--- src/rtl/texel_quad_fetch.sv ---
// rtl/texel_quad_fetch.sv - 2x2 texel footprint fetch for the bilinear filter stage
// Optional build macro: TEXFETCH_CLAMP_EN adds a clamp_mode input (1 = clamp-to-edge, 0 = wrap).
// Without it, addressing is wrap-only.

module texel_quad_fetch #(
    parameter int CHANNELS       = 4,
    parameter int CH_W           = 8,
    parameter int FRACT_BITS     = 8,
    parameter int COORD_INT_BITS = 12,
    parameter int TEX_W_LOG2     = 3,
    parameter int TEX_H_LOG2     = 3,
    parameter int ADDR_W         = 20
) (
    input  logic                                 clk,
    input  logic                                 rst,
    input  logic                                 in_valid,
    output logic                                 in_ready,
    input  logic [COORD_INT_BITS+FRACT_BITS-1:0] u,
    input  logic [COORD_INT_BITS+FRACT_BITS-1:0] v,
    input  logic [ADDR_W-1:0]                    base_addr,
`ifdef TEXFETCH_CLAMP_EN
    input  logic                                 clamp_mode,
`endif
    output logic                                 mem_req_valid,
    input  logic                                 mem_req_ready,
    output logic [ADDR_W-1:0]                    mem_addr,
    input  logic                                 mem_rvalid,
    input  logic [CHANNELS*CH_W-1:0]             mem_rdata,
    output logic                                 out_valid,
    input  logic                                 out_ready,
    output logic [CHANNELS*CH_W-1:0]             texel00,
    output logic [CHANNELS*CH_W-1:0]             texel10,
    output logic [CHANNELS*CH_W-1:0]             texel01,
    output logic [CHANNELS*CH_W-1:0]             texel11,
    output logic [FRACT_BITS-1:0]                fx,
    output logic [FRACT_BITS-1:0]                fy
);

    localparam int CW = COORD_INT_BITS + FRACT_BITS;

    typedef enum logic [1:0] {
        IDLE  = 2'd0,
        FETCH = 2'd1,
        OUT   = 2'd2
    } state_t;

    state_t                  state;
    logic [ADDR_W-1:0]       base_q;
    logic [TEX_W_LOG2-1:0]   x0_q, x1_q;
    logic [TEX_H_LOG2-1:0]   y0_q, y1_q;
    logic [2:0]              issue_cnt;
    logic [2:0]              resp_cnt;

    logic [TEX_W_LOG2-1:0]   x0_n, x1_n;
    logic [TEX_H_LOG2-1:0]   y0_n, y1_n;
    logic [ADDR_W-1:0]       next_addr;

    // Integer bits above the texture size only matter for clamping; in wrap mode they are dropped.
    logic                    unused_coord_hi;
    assign unused_coord_hi = ^{u[CW-1:FRACT_BITS+TEX_W_LOG2], v[CW-1:FRACT_BITS+TEX_H_LOG2]};

    // Word address of texel (x,y): base + y*width + x, wrapping at the address width.
    function automatic logic [ADDR_W-1:0] texel_addr(
        input logic [ADDR_W-1:0]     base,
        input logic [TEX_W_LOG2-1:0] x,
        input logic [TEX_H_LOG2-1:0] y
    );
        logic [ADDR_W-1:0] off;
        off = '0;
        off[TEX_W_LOG2+TEX_H_LOG2-1:0] = {y, x};
        return base + off;
    endfunction

    // Split the incoming coordinate into the 2x2 neighbour indices.
    always_comb begin
        x0_n = u[FRACT_BITS +: TEX_W_LOG2];
        y0_n = v[FRACT_BITS +: TEX_H_LOG2];
        x1_n = x0_n + 1'b1;
        y1_n = y0_n + 1'b1;
`ifdef TEXFETCH_CLAMP_EN
        if (clamp_mode) begin
            if (|u[CW-1:FRACT_BITS+TEX_W_LOG2]) begin
                x0_n = '1;
            end
            if (|v[CW-1:FRACT_BITS+TEX_H_LOG2]) begin
                y0_n = '1;
            end
            x1_n = (x0_n == '1) ? x0_n : x0_n + 1'b1;
            y1_n = (y0_n == '1) ? y0_n : y0_n + 1'b1;
        end
`endif
    end

    // Address of the request that follows the one currently being handed over.
    always_comb begin
        next_addr = texel_addr(base_q, x1_q, y1_q);
        case (issue_cnt)
            3'd0:    next_addr = texel_addr(base_q, x1_q, y0_q);
            3'd1:    next_addr = texel_addr(base_q, x0_q, y1_q);
            default: next_addr = texel_addr(base_q, x1_q, y1_q);
        endcase
    end

    // Control FSM: accept a sample, issue four in-order reads, collect responses, present the quad.
    always_ff @(posedge clk) begin
        if (rst) begin
            state         <= IDLE;
            in_ready      <= 1'b1;
            mem_req_valid <= 1'b0;
            mem_addr      <= '0;
            out_valid     <= 1'b0;
            texel00       <= '0;
            texel10       <= '0;
            texel01       <= '0;
            texel11       <= '0;
            fx            <= '0;
            fy            <= '0;
            base_q        <= '0;
            x0_q          <= '0;
            x1_q          <= '0;
            y0_q          <= '0;
            y1_q          <= '0;
            issue_cnt     <= '0;
            resp_cnt      <= '0;
        end else begin
            case (state)
                IDLE: begin
                    if (in_valid && in_ready) begin
                        base_q        <= base_addr;
                        fx            <= u[FRACT_BITS-1:0];
                        fy            <= v[FRACT_BITS-1:0];
                        x0_q          <= x0_n;
                        x1_q          <= x1_n;
                        y0_q          <= y0_n;
                        y1_q          <= y1_n;
                        mem_req_valid <= 1'b1;
                        mem_addr      <= texel_addr(base_addr, x0_n, y0_n);
                        issue_cnt     <= '0;
                        resp_cnt      <= '0;
                        in_ready      <= 1'b0;
                        state         <= FETCH;
                    end
                end
                FETCH: begin
                    if (mem_req_valid && mem_req_ready) begin
                        issue_cnt <= issue_cnt + 3'd1;
                        if (issue_cnt == 3'd3) begin
                            mem_req_valid <= 1'b0;
                        end else begin
                            mem_addr <= next_addr;
                        end
                    end
                    if (mem_rvalid && (resp_cnt < 3'd4)) begin
                        case (resp_cnt[1:0])
                            2'd0:    texel00 <= mem_rdata;
                            2'd1:    texel10 <= mem_rdata;
                            2'd2:    texel01 <= mem_rdata;
                            default: texel11 <= mem_rdata;
                        endcase
                        resp_cnt <= resp_cnt + 3'd1;
                        if (resp_cnt == 3'd3) begin
                            mem_req_valid <= 1'b0;
                            out_valid     <= 1'b1;
                            state         <= OUT;
                        end
                    end
                end
                OUT: begin
                    if (out_ready) begin
                        out_valid <= 1'b0;
                        in_ready  <= 1'b1;
                        state     <= IDLE;
                    end
                end
                default: begin
                    state <= IDLE;
                end
            endcase
        end
    end

endmodule

--- config.mk ---
export PLATFORM = sky130hd
export DESIGN_NAME = texel_quad_fetch
export DESIGN_NICKNAME = d
export VERILOG_FILES = /design/src/rtl/texel_quad_fetch.sv
export SDC_FILE = /design/constraint.sdc
export NUM_CORES = 1
export LEC_CHECK = 0
export CORE_MARGIN = 2
export CORE_UTILIZATION = 35
export CTS_CLUSTER_DIAMETER = 50
export DETAILED_ROUTE_END_ITERATION = 10
export GPL_TIMING_DRIVEN = 0
export SYNTH_ARGS = -nofsm -noshare
export SYNTH_HDL_FRONTEND = slang
export SYNTH_SLANG_ARGS = --single-unit
--- constraint.sdc ---
create_clock -name clk -period 3.5 [get_ports clk]
set_input_delay 1.05 -clock clk [delete_from_list [all_inputs] [get_ports clk]]
set_output_delay 1.05 -clock clk [all_outputs]
set_load 0.02 [all_outputs]
# == Word-level counts from Yosys, hierarchy flattened ==
# Index checks and enable logic that the tools add are counted.
# Widths: inputs -> output; s select.
# totals
reg_bits,207
latch_bits,0
ram_bits,0
mem_bits_ro,0
inputBits,98
out_inout_bits,167
elab_cells,91
n_memories,0
# classes
n_addsub,8
multipliers,0
div,0
n_lt_le_gt_ge,1
eq_ne,13
shift,0
muxes,28
bitwise_logic,1
n_reduce_logical,22
# op_table
cell,count
$add 20x6->20,4
$pmux 20 s2,2
$mux 20,3
$reduce_and 3->1,7
$add 3x1->3 const B,4
$ne 2x2->1 const B,6
$pmux 3 s2,2
$reduce_and 4->1,3
$mux 1,10
$mux 3,3
$mux 2,4
$eq 3x2->1 const B,2
$pmux 1 s2,3
$pmux 2 s3,1
$reduce_bool 2->1,3
$eq 2x1->1 const B,2
$eq 2x2->1 const B,2
$logic_not 2->1,2
$reduce_and 2->1,2
$eq 3x1->1 const B,1
$logic_and 1x1->1,3
$logic_not 3->1,1
$lt 3x3->1 const B,1
$reduce_or 3->1,1
$not 1->1,1

# == Longest topological paths before layout ==
# Gate-level depths: netlist of run 1.
# logic_depth
depth_word,6
mapped_depth,13
ltp_nobuf,13

# == Worst setup path after synthesis of run 1 ==
# No wires, ideal clock.
# synth_timing
path_kind,reg-to-reg
start,reg issue_cnt[0]
end,reg mem_addr[10]
setup_ns,0.116
t_arrival_ns,2.714
required_time_ns,3.384
path_slack_ns,0.670
path_stages_with_launch,13
n_path_buf,0
period_less_slack_ns,2.830
cell_sequence,dfxtp_1 > ha_1 > nor2b_1 > nand2b_1 > a22o_1 > ha_1 > fa_1 > a211oi_1 > o21ai_1 > nand3_1 > xor2_1 > nand2_1 > a31o_2
# synth_between
elab_chain_cells,5
elab_cells_between_ends,9
cone_classes,eq/ne: 3; mux: 4; reduce/logical: 2
# synth_lines
element,line,rtl
"start, declared",51,logic [2:0] issue_cnt;
"start signal, assigned",146,issue_cnt <= issue_cnt + 3'd1;
$eq 3x1->1 or $logic_not 3->1 (tied branches),97,case (issue_cnt)
$pmux 20 s2,97,
$mux 20,147,if (issue_cnt == 3'd3) begin
$mux 20,145,if (mem_req_valid && mem_req_ready) begin
$pmux 20 s2,126,case (state)
"end signal, assigned",137,"mem_addr <= texel_addr(base_addr, x0_n, y0_n);"
"end signal, assigned",150,mem_addr <= next_addr;
"end, declared",26,"output logic [ADDR_W-1:0] mem_addr,"
# Parallel ways exist; a longest one is shown, timed or not. The select of a mux whose other input is x is not followed.
# A chain may end at the register's enable or synchronous reset.

# == Final worst setup path of run 1 ==
# layout_timing
start,reg issue_cnt[0]
end,reg mem_addr[8]
# The elaborated chain is that of the path after synthesis.

==> results of run 1 <==
[power groups by stage]
stage               Clock (mW)  Sequential [mW]  Combinational, mW
floorplan                    0             2.60              0.316
global placement             0             2.55              0.744
detailed placement           0             2.55              0.745
CTS                       2.63             2.50              0.749
global route              2.73             2.51              0.809
finish                    2.59             2.50              0.747
[worst register-to-register path: stages, from the launching register on]
cell,delay [ns]
dfxtp_1,0.41
ha_1,0.19
nor2b_1,0.29
nand2b_1,0.17
a22o_1,0.21
ha_1,0.23
fa_1,0.45
a211oi_2,0.28
o21ai_1,0.24
o2111ai_1,0.20
xnor2_1,0.09
a22oi_1,0.28
a21oi_1,0.11
[flip-flops by register name, indices dropped and copies added, names as in the netlist]
| register | cells |
|---|---|
| base_q | 20 |
| fx | 8 |
| fy | 8 |
| in_ready | 1 |
| issue_cnt | 3 |
| mem_addr | 20 |
| mem_req_valid | 1 |
| out_valid | 1 |
| resp_cnt | 3 |
| state | 2 |
| texel00 | 32 |
| texel01 | 32 |
| texel10 | 32 |
| texel11 | 32 |
| x0_q | 3 |
| x1_q | 3 |
| y0_q | 3 |
| y1_q | 3 |
[worst paths after layout]
check	from	endpoint	slack (ns)
max	issue_cnt[0]	mem_addr[8]	0.23
min	texel10[11]	texel10[11]	0.45
max reg2reg	issue_cnt[0]	mem_addr[8]	0.23
min reg2reg	texel10[11]	texel10[11]	0.45
[stage by stage]
stage	setup TNS (ns)	setup WS, ns
after floorplan	0	0.670
after global placement	-0.607	-0.148
after detailed placement	-0.680	-0.162
after CTS	0	0.113
after global routing	0	0.0109
final	0	0.232
[synth_stat cells, types with 6 or more instances]
master	instances
nand2_1	374
dfxtp_1	207
a21oi_1	196
nor2_1	32
clkbuf_1	30
buf_2	26
ha_1	23
xnor2_1	16
xor2_1	16
a211oi_1	13
o21ai_0	12
inv_1	10
and3_1	7
buf_6	7
nor3b_1	7
a22o_1	6
a22oi_1	6
and2_1	6
nand2b_1	6
nor3_1	6
o21a_1	6
[metal layers]
layer	track usage [%]	share of wire [%]	routed length, um	up-vias
li1	-	-	-	4174
met1	29.5	46	13400	3858
met2	35.6	46	13300	284
met3	4.26	6.6	1940	39
met4	4.87	2.0	572	0
met5	0	0	0	-
[cell type report]
cell class / count / area (um2)
fillers: 2406 / 11900
flip-flops and latches: 207 / 4140
multi-input cells: 796 / 4110
repair buffers: 245 / 2450
clock buffers: 38 / 757
well taps: 324 / 405
plain buffers: 69 / 352
clock inverters: 7 / 70.1
inverters: 10 / 37.5
[cell families (layout without fill, tap and decap cells)]
logic type,after synthesis,in the layout,share of synthesized area [%]
buffers and inverters,79,369,4.50
AND/OR/NAND/NOR,466,466,22.3
AO/OA/AOI/OAI,272,272,18.1
XOR/XNOR,32,32,3.24
flip-flops,207,207,48.0
multiplexers,1,1,0.116
adder cells (fa/ha/maj),25,25,3.79
==> metrics, run 1 <==
die area ~26000 um2; Vias per Instance just under 5; Worst EP required 3.89 ns; Clock power frac approximately 44%; Seq pwr share a little over two fifths; worst-path maximum fanout 6; Slew Limit Fails 0; family with the most delay on the worst path compound AO/OA/AOI/OAI gates; deepest clock path buffer count 3; CTS tree done; power per cell area around 470 nW/um2; hold buffers post-CTS 0; final setup violation count 0; clock-pin slew on the worst setup and hold paths 0.06 ns; placed cells ~1.7k; vias in the first global route between 7k and 8k; dominant synthesized flop cell dfxtp_1; ANT nets after route 0; RSZ-0062 raised after global routing no; Overflow after GRT 0; Starting Density between 30% and 40%; clk sinks ~210; share of cells above drive strength 1 under 10%; Slew @ Worst Pin a little under 0.8 ns; ant diodes 0; crit share post-route between 90% and 100%; die span in y around 160 um; Hold Path Class reg2reg; Hold Path Depth 2; DIE WIDTH around 160 um; Cell Area, Placed between 10000 and 15000 um2; Worst setup SP type flop; most frequent cells in the layout nand2_1 (374), clkdlybuf4s50_1 (245), dfxtp_1 (207); utilization after layout 50.8%; number of synthesized flops with an enable pin 0; VDD IR max between 0.3 and 0.4 mV; post-CTS setup buffers 0; Critical Path Stages 12; top post-synthesis cells by area dfxtp_1 (48%), nand2_1 (16%), a21oi_1 (11%); sequential share of the synthesized area between 40% and 50%; Starting DRT DRC Count 554; CTS buffer count 26; Worst path most repeated cell ha_1; fmax around 0.31 GHz; Switch Pwr ~1.5 mW; first-pass GRT wire length approximately 45000 um; worst clock skew roughly 0.008 ns; Comb pwr share ~13%; First-pass DRT Iterations 6; gpl congestion 0.883; Top Ports around 270; Core Rows 57; cell taking the most area after synthesis dfxtp_1; largest net degree at the start of global routing 13; total nets after synthesis 1205; design area approximately 12000 um2; Critical Path Sink Type flop; area of the mapped netlist approximately 8600 um2; Port-buffer cells 245; Min Hold Slack 0.450 ns; internal power 4.32 mW; synth unique cells 57; post-cts gate resize count 0; max-capacitance violation count 0; Hold Violations, Final 0; Clock H-tree levels 1; initial antenna violation count 0; leading cell type in the layout, fill and taps excluded nand2_1; average routed wire per standard cell roughly 17 um; Max-slew headroom about half; Reg2Reg Depth 12; Leak 4.35 nW; Avg Inst Size Synth roughly 8.0 um2; crit-path max cell delay approximately 0.45 ns; CP Buf/Inv Count 0; # nets final between 1k and 1.5k; fraction of registers with async set/reset 0%; min cycle time layout 3.27 ns; status completed; Synth top area share 48.0%; synthesized flop and latch total 207; Synth-to-Final Area Change 42.7%; critical path cell sequence ha_1 -> nor2b_1 -> nand2b_1 -> a22o_1 -> ha_1 -> fa_1 -> a211oi_2 -> o21ai_1 -> o2111ai_1 -> xnor2_1 -> a22oi_1 -> a21oi_1; Synth Instances ~1.1k; core area 24200 um2; hpwl dp 21600 um; vias approximately 8.4k; Ys Warns 0; total power roughly 5.8 mW; Crit Path Class reg2reg; DRC 0; switching share of power between 20% and 30%; Routed WL 29200 um; Non-Filler Instances 1696; clock latency on the worst-skew pair around 0.52 ns; CTS root buffer clkbuf_16; Total GRT Usage ~22%; arrival time at the worst endpoint 3.66 ns; slowest stage cell on the critical path fa_1
Power figures use the tool's default switching activity.
==> inputs of run 2 (changes only) <==
clock period = 3.4 ns   (was 3.5 ns; I/O delays follow)
==> run 2 against run 1 <==
Compared with the run above:
- sequential power rose by 3%
- die area did not move
- non-clock buffer count did not move
- global-route usage did not move
- worst hold slack barely moved
- routed wire length rose by 0.11%
- first-iteration DRC count rose by 0.36%
- total power rose by 2.9%
- sequential share of layout area barely moved
==> metrics, run 2 (synthesized netlist as in run 1, its figures left out) <==
Worst EP required about 3.8 ns; arrival time at the worst endpoint roughly 3.6 ns; Core Rows between 50 and 60; Overflow after GRT 0; Hold Path Class reg2reg; Hold Violations, Final 0; die span in y between 150 and 200 um; Routed WL between 20000 and 30000 um; clk sinks 207; gpl congestion just under 0.9; Critical Path Sink Type flop; ANT nets after route 0; clock latency on the worst-skew pair ~0.52 ns; DIE WIDTH ~160 um; initial antenna violation count 0; leading cell type in the layout, fill and taps excluded nand2_1; CTS buffer count 26; hold buffers post-CTS 0; critical path cell sequence ha_1 -> nor2b_2 -> nand2b_1 -> a22o_1 -> ha_1 -> fa_1 -> a211oi_2 -> o21ai_1 -> o2111ai_1 -> xnor2_1 -> a22oi_1 -> a21oi_1; Slew @ Worst Pin between 0.7 and 0.8 ns; Clock H-tree levels 1; Vias per Instance between 4 and 5; crit-path max cell delay around 0.45 ns; max-capacitance violation count 0; Reg2Reg Depth 12; CTS root buffer clkbuf_16; hpwl dp approximately 22000 um; Port-buffer cells about 250; first-pass GRT wire length between 40000 and 50000 um; VDD IR max 0.377 mV; die area roughly 26000 um2; deepest clock path buffer count 3; worst r2r src issue_cnt[0]; First-pass DRT Iterations 5; Worst setup SP type flop; final setup violation count 0; Critical Path Source issue_cnt[0]; Leak between 4 and 5 nW; vias in the first global route about 8.0k; share of cells above drive strength 1 6.41%; Synth-to-Final Area Change 42.7%; min cycle time layout 3.18 ns; Worst path most repeated cell ha_1; average routed wire per standard cell around 17 um; fmax ~0.31 GHz; Critical Path Stages 12; largest net degree at the start of global routing 13; Starting Density between 30% and 40%; Slew Limit Fails 0; Crit Path Class reg2reg; core area between 20000 and 25000 um2; status completed; utilization after layout a little over 50%; clock-pin slew on the worst setup and hold paths about 0.060 ns; crit share post-route 93.6%; vias 8350; worst clock skew 0.0113 ns; Hold Path Depth 2; CTS tree done; family with the most delay on the worst path compound AO/OA/AOI/OAI gates; Max-slew headroom 47.3%; Starting DRT DRC Count between 500 and 600; total power between 6 and 7 mW; Top Ports between 200 and 300; Total GRT Usage a little over a fifth; setup TNS 0 ns; slowest stage cell on the critical path fa_1; ant diodes 0; # nets final between 1k and 1.5k; most frequent cells in the layout nand2_1 (374), clkdlybuf4s50_1 (245), dfxtp_1 (207); DRC 0; CP Buf/Inv Count 0; RSZ-0062 raised after global routing no; power per cell area 487 nW/um2; worst-path maximum fanout 6; Hold Path Origin texel10[11]
[run 2: where the power goes]
part           total (mW)  internal (mW)  switching (mW)
Clock                2.66           1.61            1.05
Sequential           2.57           2.51          0.0595
Combinational       0.769          0.324           0.445
[run 2: final cells by class]
cell class                 instances  area [um2]
tap                              324         405
clock inverter                     7        70.1
timing repair buffer             245        2450
clock buffer                      38         757
inverter                          10        37.5
fill                            2405       11900
multi-input combinational        796        4110
sequential                       207        4140
buffer                            69         352
[run 2: path summary, 6_finish.rpt]
kind            endpoint  slack [ns]
max          mem_addr[8]        0.22
min          texel10[11]        0.45
max reg2reg  mem_addr[8]        0.22
min reg2reg  texel10[11]        0.45
[run 2: repair_timing]
item | CTS | global route
setup buffers | 0 | 0
hold endpoints to repair | 0 | 0
gates resized for setup | 0 | 2
endpoints found under the setup margin | 0 | 7
[run 2: worst reg2reg max path, cell delays in order, from the launching register on]
cell and delay (ns):
dfxtp_1 0.41, ha_1 0.19, nor2b_2 0.23, nand2b_1 0.14, a22o_1 0.21, ha_1 0.23, fa_1 0.45, a211oi_2 0.28
o21ai_1 0.24, o2111ai_1 0.20, xnor2_1 0.09, a22oi_1 0.28, a21oi_1 0.11
[run 2: per-stage QoR]
stage / worst slack (ns) / area, um2 / cells / hold WS [ns]
2_1_floorplan: 0.570 / 8640 / 1082 / 0.436
3_3_place_gp: -0.218 / 11500 / 1651 / 0.441
3_5_place_dp: -0.232 / 11500 / 1651 / 0.445
4_1_cts: 0.0125 / 12300 / 1696 / 0.453
5_1_grt: 0.0239 / 12300 / 1696 / 0.464
6_report: 0.219 / 12300 / 1696 / 0.450
[run 2: per-layer routing]
layer,up-vias,global-route usage [%],routed length [um]
li1,4176,-,-
met1,3862,29.5,13500
met2,275,35.6,13300
met3,37,4.26,1860
met4,0,4.87,568
met5,-,0,0
